--- src/rtl/hwag_cfg_loader.sv ---
// Configuration sequencer for the hwag angle generator: streams a table ROM image into
// the hwag SSRAM register port, then optionally reads it back and checks it under a mask.
module hwag_cfg_loader #(
    parameter int unsigned N_REGS = 68,
    parameter int unsigned ADDR_W = 8,
    parameter int unsigned DATA_W = 16
) (
    input  logic              clk,
    input  logic              rst,
    input  logic              start,
    input  logic              verify_en,
    input  logic              abort,
    output logic [ADDR_W-1:0] tbl_addr,
    input  logic [DATA_W-1:0] tbl_data,
    input  logic [DATA_W-1:0] tbl_mask,
    output logic              ssram_we,
    output logic              ssram_re,
    output logic [ADDR_W-1:0] ssram_addr,
    output logic [DATA_W-1:0] ssram_wdata,
    output logic              ssram_oe,
    input  logic [DATA_W-1:0] ssram_rdata,
    output logic              busy,
    output logic              done,
    output logic              err,
    output logic [ADDR_W-1:0] err_addr,
    output logic [7:0]        err_cnt,
    output logic              aborted
);

    typedef enum logic [2:0] {
        S_IDLE, S_PREFETCH, S_WRITE, S_TURN, S_READ, S_CHECK_LAST, S_DONE
    } state_t;

    localparam logic [ADDR_W-1:0] LAST = ADDR_W'(N_REGS - 1);
    localparam logic [ADDR_W-1:0] ONE  = ADDR_W'(1);
    localparam logic [ADDR_W-1:0] TWO  = ADDR_W'(2);

    state_t              state;
    logic [ADDR_W-1:0]   idx;
    logic                verify;
    logic [DATA_W-1:0]   pipe_data;
    logic [DATA_W-1:0]   pipe_mask;
    logic [ADDR_W-1:0]   pipe_addr;
    logic                pipe_valid;
    logic                miss_c;

    // Read data lands one cycle after the strobe; compare it with the table word held from that read.
    assign miss_c = pipe_valid && (|((ssram_rdata ^ pipe_data) & pipe_mask));

    always_ff @(posedge clk) begin
        if (rst) begin
            state       <= S_IDLE;
            idx         <= '0;
            verify      <= 1'b0;
            pipe_data   <= '0;
            pipe_mask   <= '0;
            pipe_addr   <= '0;
            pipe_valid  <= 1'b0;
            tbl_addr    <= '0;
            ssram_we    <= 1'b0;
            ssram_re    <= 1'b0;
            ssram_addr  <= '0;
            ssram_wdata <= '0;
            ssram_oe    <= 1'b0;
            busy        <= 1'b0;
            done        <= 1'b0;
            err         <= 1'b0;
            err_addr    <= '0;
            err_cnt     <= '0;
            aborted     <= 1'b0;
        end else if (abort && state != S_IDLE) begin
            // Drop the bus at once; partial error status stays visible, pending compare is lost.
            state      <= S_IDLE;
            ssram_we   <= 1'b0;
            ssram_re   <= 1'b0;
            ssram_oe   <= 1'b0;
            busy       <= 1'b0;
            done       <= 1'b0;
            pipe_valid <= 1'b0;
            aborted    <= 1'b1;
        end else begin
            if (pipe_valid) begin
                pipe_valid <= 1'b0;
                if (miss_c) begin
                    err <= 1'b1;
                    if (err_cnt != 8'd255) err_cnt <= err_cnt + 8'd1;
                    if (!err) err_addr <= pipe_addr;
                end
            end

            case (state)
                S_IDLE: begin
                    if (start && !abort) begin
                        state    <= S_PREFETCH;
                        verify   <= verify_en;
                        err      <= 1'b0;
                        err_cnt  <= '0;
                        err_addr <= '0;
                        aborted  <= 1'b0;
                        tbl_addr <= '0;
                        busy     <= 1'b1;
                    end
                end
                S_PREFETCH: begin
                    state       <= S_WRITE;
                    idx         <= '0;
                    ssram_addr  <= '0;
                    ssram_wdata <= tbl_data;
                    ssram_we    <= 1'b1;
                    ssram_oe    <= 1'b1;
                    tbl_addr    <= ONE;
                end
                S_WRITE: begin
                    // Table address runs one ahead so a word is written every cycle.
                    if (idx == LAST) begin
                        state    <= S_TURN;
                        ssram_we <= 1'b0;
                        ssram_oe <= 1'b0;
                        tbl_addr <= '0;
                    end else begin
                        idx         <= idx + ONE;
                        ssram_addr  <= idx + ONE;
                        ssram_wdata <= tbl_data;
                        tbl_addr    <= idx + TWO;
                    end
                end
                S_TURN: begin
                    if (verify) begin
                        state      <= S_READ;
                        idx        <= '0;
                        ssram_addr <= '0;
                        tbl_addr   <= '0;
                        ssram_re   <= 1'b1;
                    end else begin
                        state <= S_DONE;
                        done  <= 1'b1;
                        busy  <= 1'b0;
                    end
                end
                S_READ: begin
                    pipe_data  <= tbl_data;
                    pipe_mask  <= tbl_mask;
                    pipe_addr  <= idx;
                    pipe_valid <= 1'b1;
                    if (idx == LAST) begin
                        state    <= S_CHECK_LAST;
                        ssram_re <= 1'b0;
                    end else begin
                        idx        <= idx + ONE;
                        ssram_addr <= idx + ONE;
                        tbl_addr   <= idx + ONE;
                    end
                end
                S_CHECK_LAST: begin
                    state <= S_DONE;
                    done  <= 1'b1;
                    busy  <= 1'b0;
                end
                S_DONE: begin
                    state <= S_IDLE;
                    done  <= 1'b0;
                end
                default: state <= S_IDLE;
            endcase
        end
    end

endmodule
--- config.mk ---
export PLATFORM = sky130hd
export DESIGN_NAME = hwag_cfg_loader
export DESIGN_NICKNAME = d
export VERILOG_FILES = /design/src/rtl/hwag_cfg_loader.sv
export SDC_FILE = /design/constraint.sdc
export NUM_CORES = 1
export LEC_CHECK = 0
export CORE_AREA = 10 10 110 112
export CTS_CLUSTER_SIZE = 40
export DETAILED_ROUTE_END_ITERATION = 8
export DIE_AREA = 0 0 120 122
export HOLD_SLACK_MARGIN = 0.02
export PLACE_DENSITY_LB_ADDON = 0.05
export SYNTH_ARGS = -nofsm -noshare
export SYNTH_HDL_FRONTEND = slang
export SYNTH_SLANG_ARGS = --single-unit
--- constraint.sdc ---
create_clock -name clk -period 2.1 [get_ports clk]
set_input_delay 0.315 -clock clk [delete_from_list [all_inputs] [get_ports clk]]
set_output_delay 0.315 -clock clk [all_outputs]
set_load 0.05 [all_outputs]
==> run summary, run 1 <==
Top_reg_cell synth = dfxtp_1
Cell Rows = 37
Post-synth EDFFs = 0
Final worst-path setup slack = 79.6 ps
Unrepaired setup endpoints after global routing = no
Synthesized flop and latch total = 99
1st-iter DRT viols = 225
Sequential fraction of the synthesis area = 45.1%
Final period util = 96.2%
Reg clk slew, reported paths = 90 ps
Maximum vdd drop = 0.000521 V
Synthesis-to-layout area growth = 38.1%
Post-DR wirelength/cell = 15.5 um
Crit path capture type = primary output
Worst Skew = 17.7 ps
Min cycle time layout = 2020 ps
CTS root buf = clkbuf_8
Io pins = 108
Syn Area/Cell = 8.36 um^2
Sink Count = 99
Area taken by flip-flops and latches = 2000 um^2
First-pass GRT wire length = 20.0 mm
Worst-path fanout max = 8
Die height = 122 um
Max-slew headroom = 57.2%
Nets = 708
Synth top area share = 45.1%
Clock latency on the worst-skew pair = 390 ps
Post-route insts no fill = 793
Avg Vias per Cell = 5.15
Synth Net Count = 582
Initial Utilization = 43.8%
Initial antenna violation count = 0
Max Slew Vio Count = 0
Endpoints failing hold = 0
Layout cells sized above 1 = 12.6%
Setup violators final = 0
Synth area leaders = dfxtp_1 (45%), nand2_1 (9.6%), a21oi_1 (7.2%)
Drt drc = 0
Placer congestion estimate = 0.905
Drt pass-1 iters = 4
CTS tree = done
Post-Place Worst Slack = -80.1 ps
Startpoint Class = register
Post-DP HPWL = 9.22 mm
WL final = 12.3 mm
Die width = 120 um
Multi-input gate area = 2280 um^2
Synth area leader = dfxtp_1
Outcome = finished, final reports clean
Yosys warns = 0
Max Cap Violations = 0
Setup Crit Path Kind = reg2out
Max Clk Rate = 495 MHz
Number of cells after detailed placement = 776
Largest net degree at the start of global routing = 42
Arrival time worst endpoint = 1710 ps
Post-DRT Antenna Nets = 0
Commonest cells after routing, fill and taps aside = nand2_1 (112), clkdlybuf4s50_1 (102), dfxtp_1 (91)
Via Count = 4084
Commonest non-fill, non-tap cell in the layout = nand2_1
Core ar. = 10000 um^2
# hold bufs at CTS = 0
Post-route cell area = 6070 um^2
Worst-Margin Slew = 641 ps
Gr usage total = 16.6%
# fillers = 939
Die area = 14600 um^2
Clock buffer depth = 2
GRT overflow = 0
Placed Instance Area = 5850 um^2
Critical Path RT = 1780 ps
Setup TNS = 0 ps
Vias in the first global route = 4039
P per Cell Area = 589 nW/um^2
CTS buffer count = 9
# port buffers = 107
Distinct cells, synth = 57
Synthesized instance count = 526
Async SR Flop Fraction = 0%
Type of the worst min-delay path = reg2reg
CTS H-tree depth = 3
Antenna cells = 0
Leakage = 2.30 nW
Synth Cell Area = 4400 um^2
## path summary, 6_finish.rpt
check / cells past startpoint / slack (ps) / start / to
hold / removal: 2 / 460 / err_addr[6]$_SDFFE_PP0N_ / err_addr[6]$_SDFFE_PP0N_
hold reg to reg: 2 / 460 / err_addr[6]$_SDFFE_PP0N_ / err_addr[6]$_SDFFE_PP0N_
setup reg to reg: 7 / 140 / state[0]$_SDFFE_PP0P_ / err_cnt[3]$_SDFFE_PP0N_
setup / recovery: 2 / 80 / idx[4]$_SDFFE_PP0P_ / ssram_addr[4]
## metal layers
metal	GRT usage (%)	wire (um)	share of wire [%]
met3	7.77	1200	9.7
met5	0	0	0
met1	19.6	5380	44
met4	5.51	197	1.6
met2	26.2	5510	45
## synth_stat cells, types with 2 or more instances
master	number
o21ai_0	21
nand2b_1	5
inv_1	8
o21bai_1	2
a21oi_1	63
dfxtp_1	99
buf_2	4
and3_1	4
nand3_1	7
o31ai_1	6
xor2_1	18
ha_1	3
a22oi_1	8
nor3_1	3
a211o_1	3
nor2b_1	6
mux2i_1	25
nand2_1	113
a211oi_1	4
or3_1	9
a221oi_1	4
or2_2	2
a31oi_1	2
a22o_1	5
clkbuf_1	22
nand4_1	7
nor2_1	41
buf_1	2
o2bb2ai_1	2
## critical path, cell delays in order, from the launching register on
cell and delay (ps):
dfxtp_2 360, buf_4 160, clkdlybuf4s50_1 810
## where the power goes
group          switching, W  internal (W)
registers         0.0000225       0.00190
logic              0.000262      0.000222
clock network      0.000717      0.000448
## registers in the layout (all words and copies together), names as in the netlist, 3 cells and up
signal,flops
idx,8
ssram_wdata,16
tbl_addr,8
pipe_data,16
err_cnt,8
err_addr,8
state,3
pipe_mask,16
pipe_addr,8
## repair_timing
item                       in CTS  in global routing
resized for setup               0                  6
setup buffers                   0                  1
setup endpoints to repair       0                 21
## cells by family (layout without fill, tap and decap cells)
group	Yosys count	in the layout	share of synthesized area, %
adders and majority gates	3	3	0.854
xor gates and xnor gates	18	18	3.59
AOI/OAI and AO/OA	132	132	19.3
DFF	99	99	45.1
and+or+nand+nor	210	210	21.7
buffers and inverters	39	170	3.73
muxes	25	25	5.69
## layout make-up
cell class	count	area share, %
Clock buffer	9	2.04
Timing Repair Buffer	146	23.3
Tap cell	136	2.80
Clock inverter	7	0.928
Multi-Input combinational cell	388	37.5
Sequential cell	99	32.9
Inverter	8	0.495
## per-stage QoR
stage,power (W),hold WS (ps),util [%]
global placement,0.00245,442,58.3
global route,0.00371,471,60.4
finish,0.00357,458,60.4
detailed placement,0.00245,447,58.3
floorplan,0.00222,436,-
CTS,0.00361,437,60.0
(Power assumes the default switching activity.)
==> inputs of run 2 (changes only) <==
--- a/config.mk
+++ b/config.mk
@@ -5,12 +5,14 @@
 export SDC_FILE = /design/constraint.sdc
 export NUM_CORES = 1
 export LEC_CHECK = 0
-export CORE_AREA = 10 10 110 112
+export ABC_CLOCK_PERIOD_IN_PS = 2300
+export CORE_AREA = 10 10 106 108
 export CTS_CLUSTER_SIZE = 40
 export DETAILED_ROUTE_END_ITERATION = 8
-export DIE_AREA = 0 0 120 122
+export DIE_AREA = 0 0 116 118
 export HOLD_SLACK_MARGIN = 0.02
 export PLACE_DENSITY_LB_ADDON = 0.05
+export RECOVER_POWER = 100
 export SYNTH_ARGS = -nofsm -noshare
 export SYNTH_HDL_FRONTEND = slang
 export SYNTH_SLANG_ARGS = --single-unit
==> constraint.sdc (replaced) <==
create_clock -name clk -period 2.3 [get_ports clk]
set_input_delay 0.345 -clock clk [delete_from_list [all_inputs] [get_ports clk]]
set_output_delay 0.345 -clock clk [all_outputs]
set_load 0.05 [all_outputs]
==> run summary, run 2 (synthesis results as in run 1) <==
Outcome = finished, final reports clean
WL final = 11.9 mm
Startpoint Class = register
Buffers and inverters on the worst path = 2
Number of cells after detailed placement = 747
Hold WS = 454 ps
CTS H-tree depth = 3
Largest net degree at the start of global routing = 55
Gr usage total = 17.4%
Initial Utilization = 48.3%
Final period util = 94.9%
Die width = 116 um
Max Cap Violations = 0
Layout cells sized above 1 = 9.05%
Post-route insts no fill = 763
Slowest stage cell on the critical path = dlygate4sd3_1
Type of the worst min-delay path = reg2reg
Largest stage delay on the critical path = 890 ps
Nets = 703
P per Cell Area = 562 nW/um^2
Endpoints failing hold = 0
Avg Vias per Cell = 5.34
Worst-Margin Slew = 1130 ps
Min cycle time layout = 2180 ps
Post-Place Worst Slack = -110 ps
Crit-path cells = buf_4, dlygate4sd3_1
Max Clk Rate = 458 MHz
# hold bufs at CTS = 0
Final worst-path setup slack = 117 ps
Unrepaired setup endpoints after global routing = no
Maximum vdd drop = 0.000391 V
Post-DRT Antenna Nets = 0
Crit path capture type = primary output
# resized after CTS = 0
First-pass GRT wire length = 19.6 mm
Post-DR wirelength/cell = 15.6 um
Die height = 118 um
Worst-path fanout max = 12
Fin util = 64.8%
Io pins = 108
Max-slew headroom = 24.4%
Post-route cell area = 5900 um^2
Placed Instance Area = 5760 um^2
Post-DP HPWL = 9.03 mm
# port buffers = 107
Clock buffer depth = 2
Vias in the first global route = 3947
Setup Crit Path Kind = reg2out
Clock latency on the worst-skew pair = 370 ps
Setup violators final = 0
Post-CTS setup buffers = 0
Antenna cells = 0
GRT overflow = 0
Cell Rows = 35
CTS root buf = clkbuf_8
Leakage = 2.38 nW
Die area = 13700 um^2
Initial antenna violation count = 0
Synthesis-to-layout area growth = 34.3%
Sink Count = 99
Via Count = 4076
Commonest non-fill, non-tap cell in the layout = nand2_1
Largest regs = pipe_data (16), pipe_mask (16), ssram_wdata (16)
Placer congestion estimate = 0.962
Core ar. = 9110 um^2
Arrival time worst endpoint = 1840 ps
Cell family with most CP delay = buffers and inverters
Critical Path RT = 1960 ps
Drt drc = 0
Drt pass-1 iters = 4
CTS buffer count = 9
Max Slew Vio Count = 0
CTS tree = done
Worst Skew = 10.8 ps
Commonest cells after routing, fill and taps aside = nand2_1 (113), dfxtp_1 (97), a21oi_1 (63)
Reg clk slew, reported paths = 100 ps
R2R Setup Slk = 170 ps
1st-iter DRT viols = 302
# fillers = 807
## run 2: changes by cell type in the layout (fill, tap and decap cells not counted), sizes merged
cell | previous run | this run
dlygate4sd3 | 0 | 55
inv | 12 | 11
dlymetal6s2s | 3 | 0
bufinv | 0 | 1
clkinvlp | 1 | 0
clkdlybuf4s50 | 102 | 51
buf | 41 | 26
clkbuf | 9 | 19
## run 2: cell type report
class | instances | area [um^2] | share of cell area [%]
Tap cell | 111 | 139 | 2.35
Timing Repair Buffer | 141 | 1310 | 22.2
Inverter | 8 | 30.0 | 0.509
Sequential cell | 99 | 1980 | 33.6
Clock inverter | 6 | 72.6 | 1.23
Clock buffer | 10 | 128 | 2.16
Multi-Input combinational cell | 388 | 2240 | 37.9
## run 2: per-stage QoR
step	TNS, ps	total power (W)
2_1_floorplan	0	0.00202
3_3_place_gp	-88.1	0.00223
3_5_place_dp	-110	0.00223
4_1_cts	0	0.00337
5_1_grt	0	0.00346
6_report	0	0.00332
## run 2: path summary, 6_finish.rpt
path / start / end / cells after the start
min: tbl_addr[6]$_SDFFE_PP0P_ / tbl_addr[6]$_SDFFE_PP0P_ / 2
min reg2reg: tbl_addr[6]$_SDFFE_PP0P_ / tbl_addr[6]$_SDFFE_PP0P_ / 2
max: idx[3]$_SDFFE_PP0P_ / ssram_addr[3] / 2
max reg2reg: state[2]$_SDFFE_PP0P_ / tbl_addr[5]$_SDFFE_PP0P_ / 6
## run 2: where the power goes
group	internal, W	switching [W]
registers	0.00174	0.0000148
clock network	0.000519	0.000623
logic	0.000180	0.000240
total	0.00244	0.000878
## run 2: worst register-to-register path, cell delays in order (launching register included)
cell and delay (ps):
dfxtp_1 380, clkbuf_2 190, nor3b_1 430, nor2_1 190, a2111oi_4 530, clkbuf_1 210, a22o_1 150
## run 2: metal layers
metal  part of all wire (%)  track usage, %  vias to the layer above  wire (um)
li1                       -               -                     2063          -
met1                     43            22.1                     1858       5130
met2                     45            26.3                      135       5380
met3                    9.7            6.63                       20       1160
met4                    2.1            5.71                        0        255
met5                      0               0                        -          0
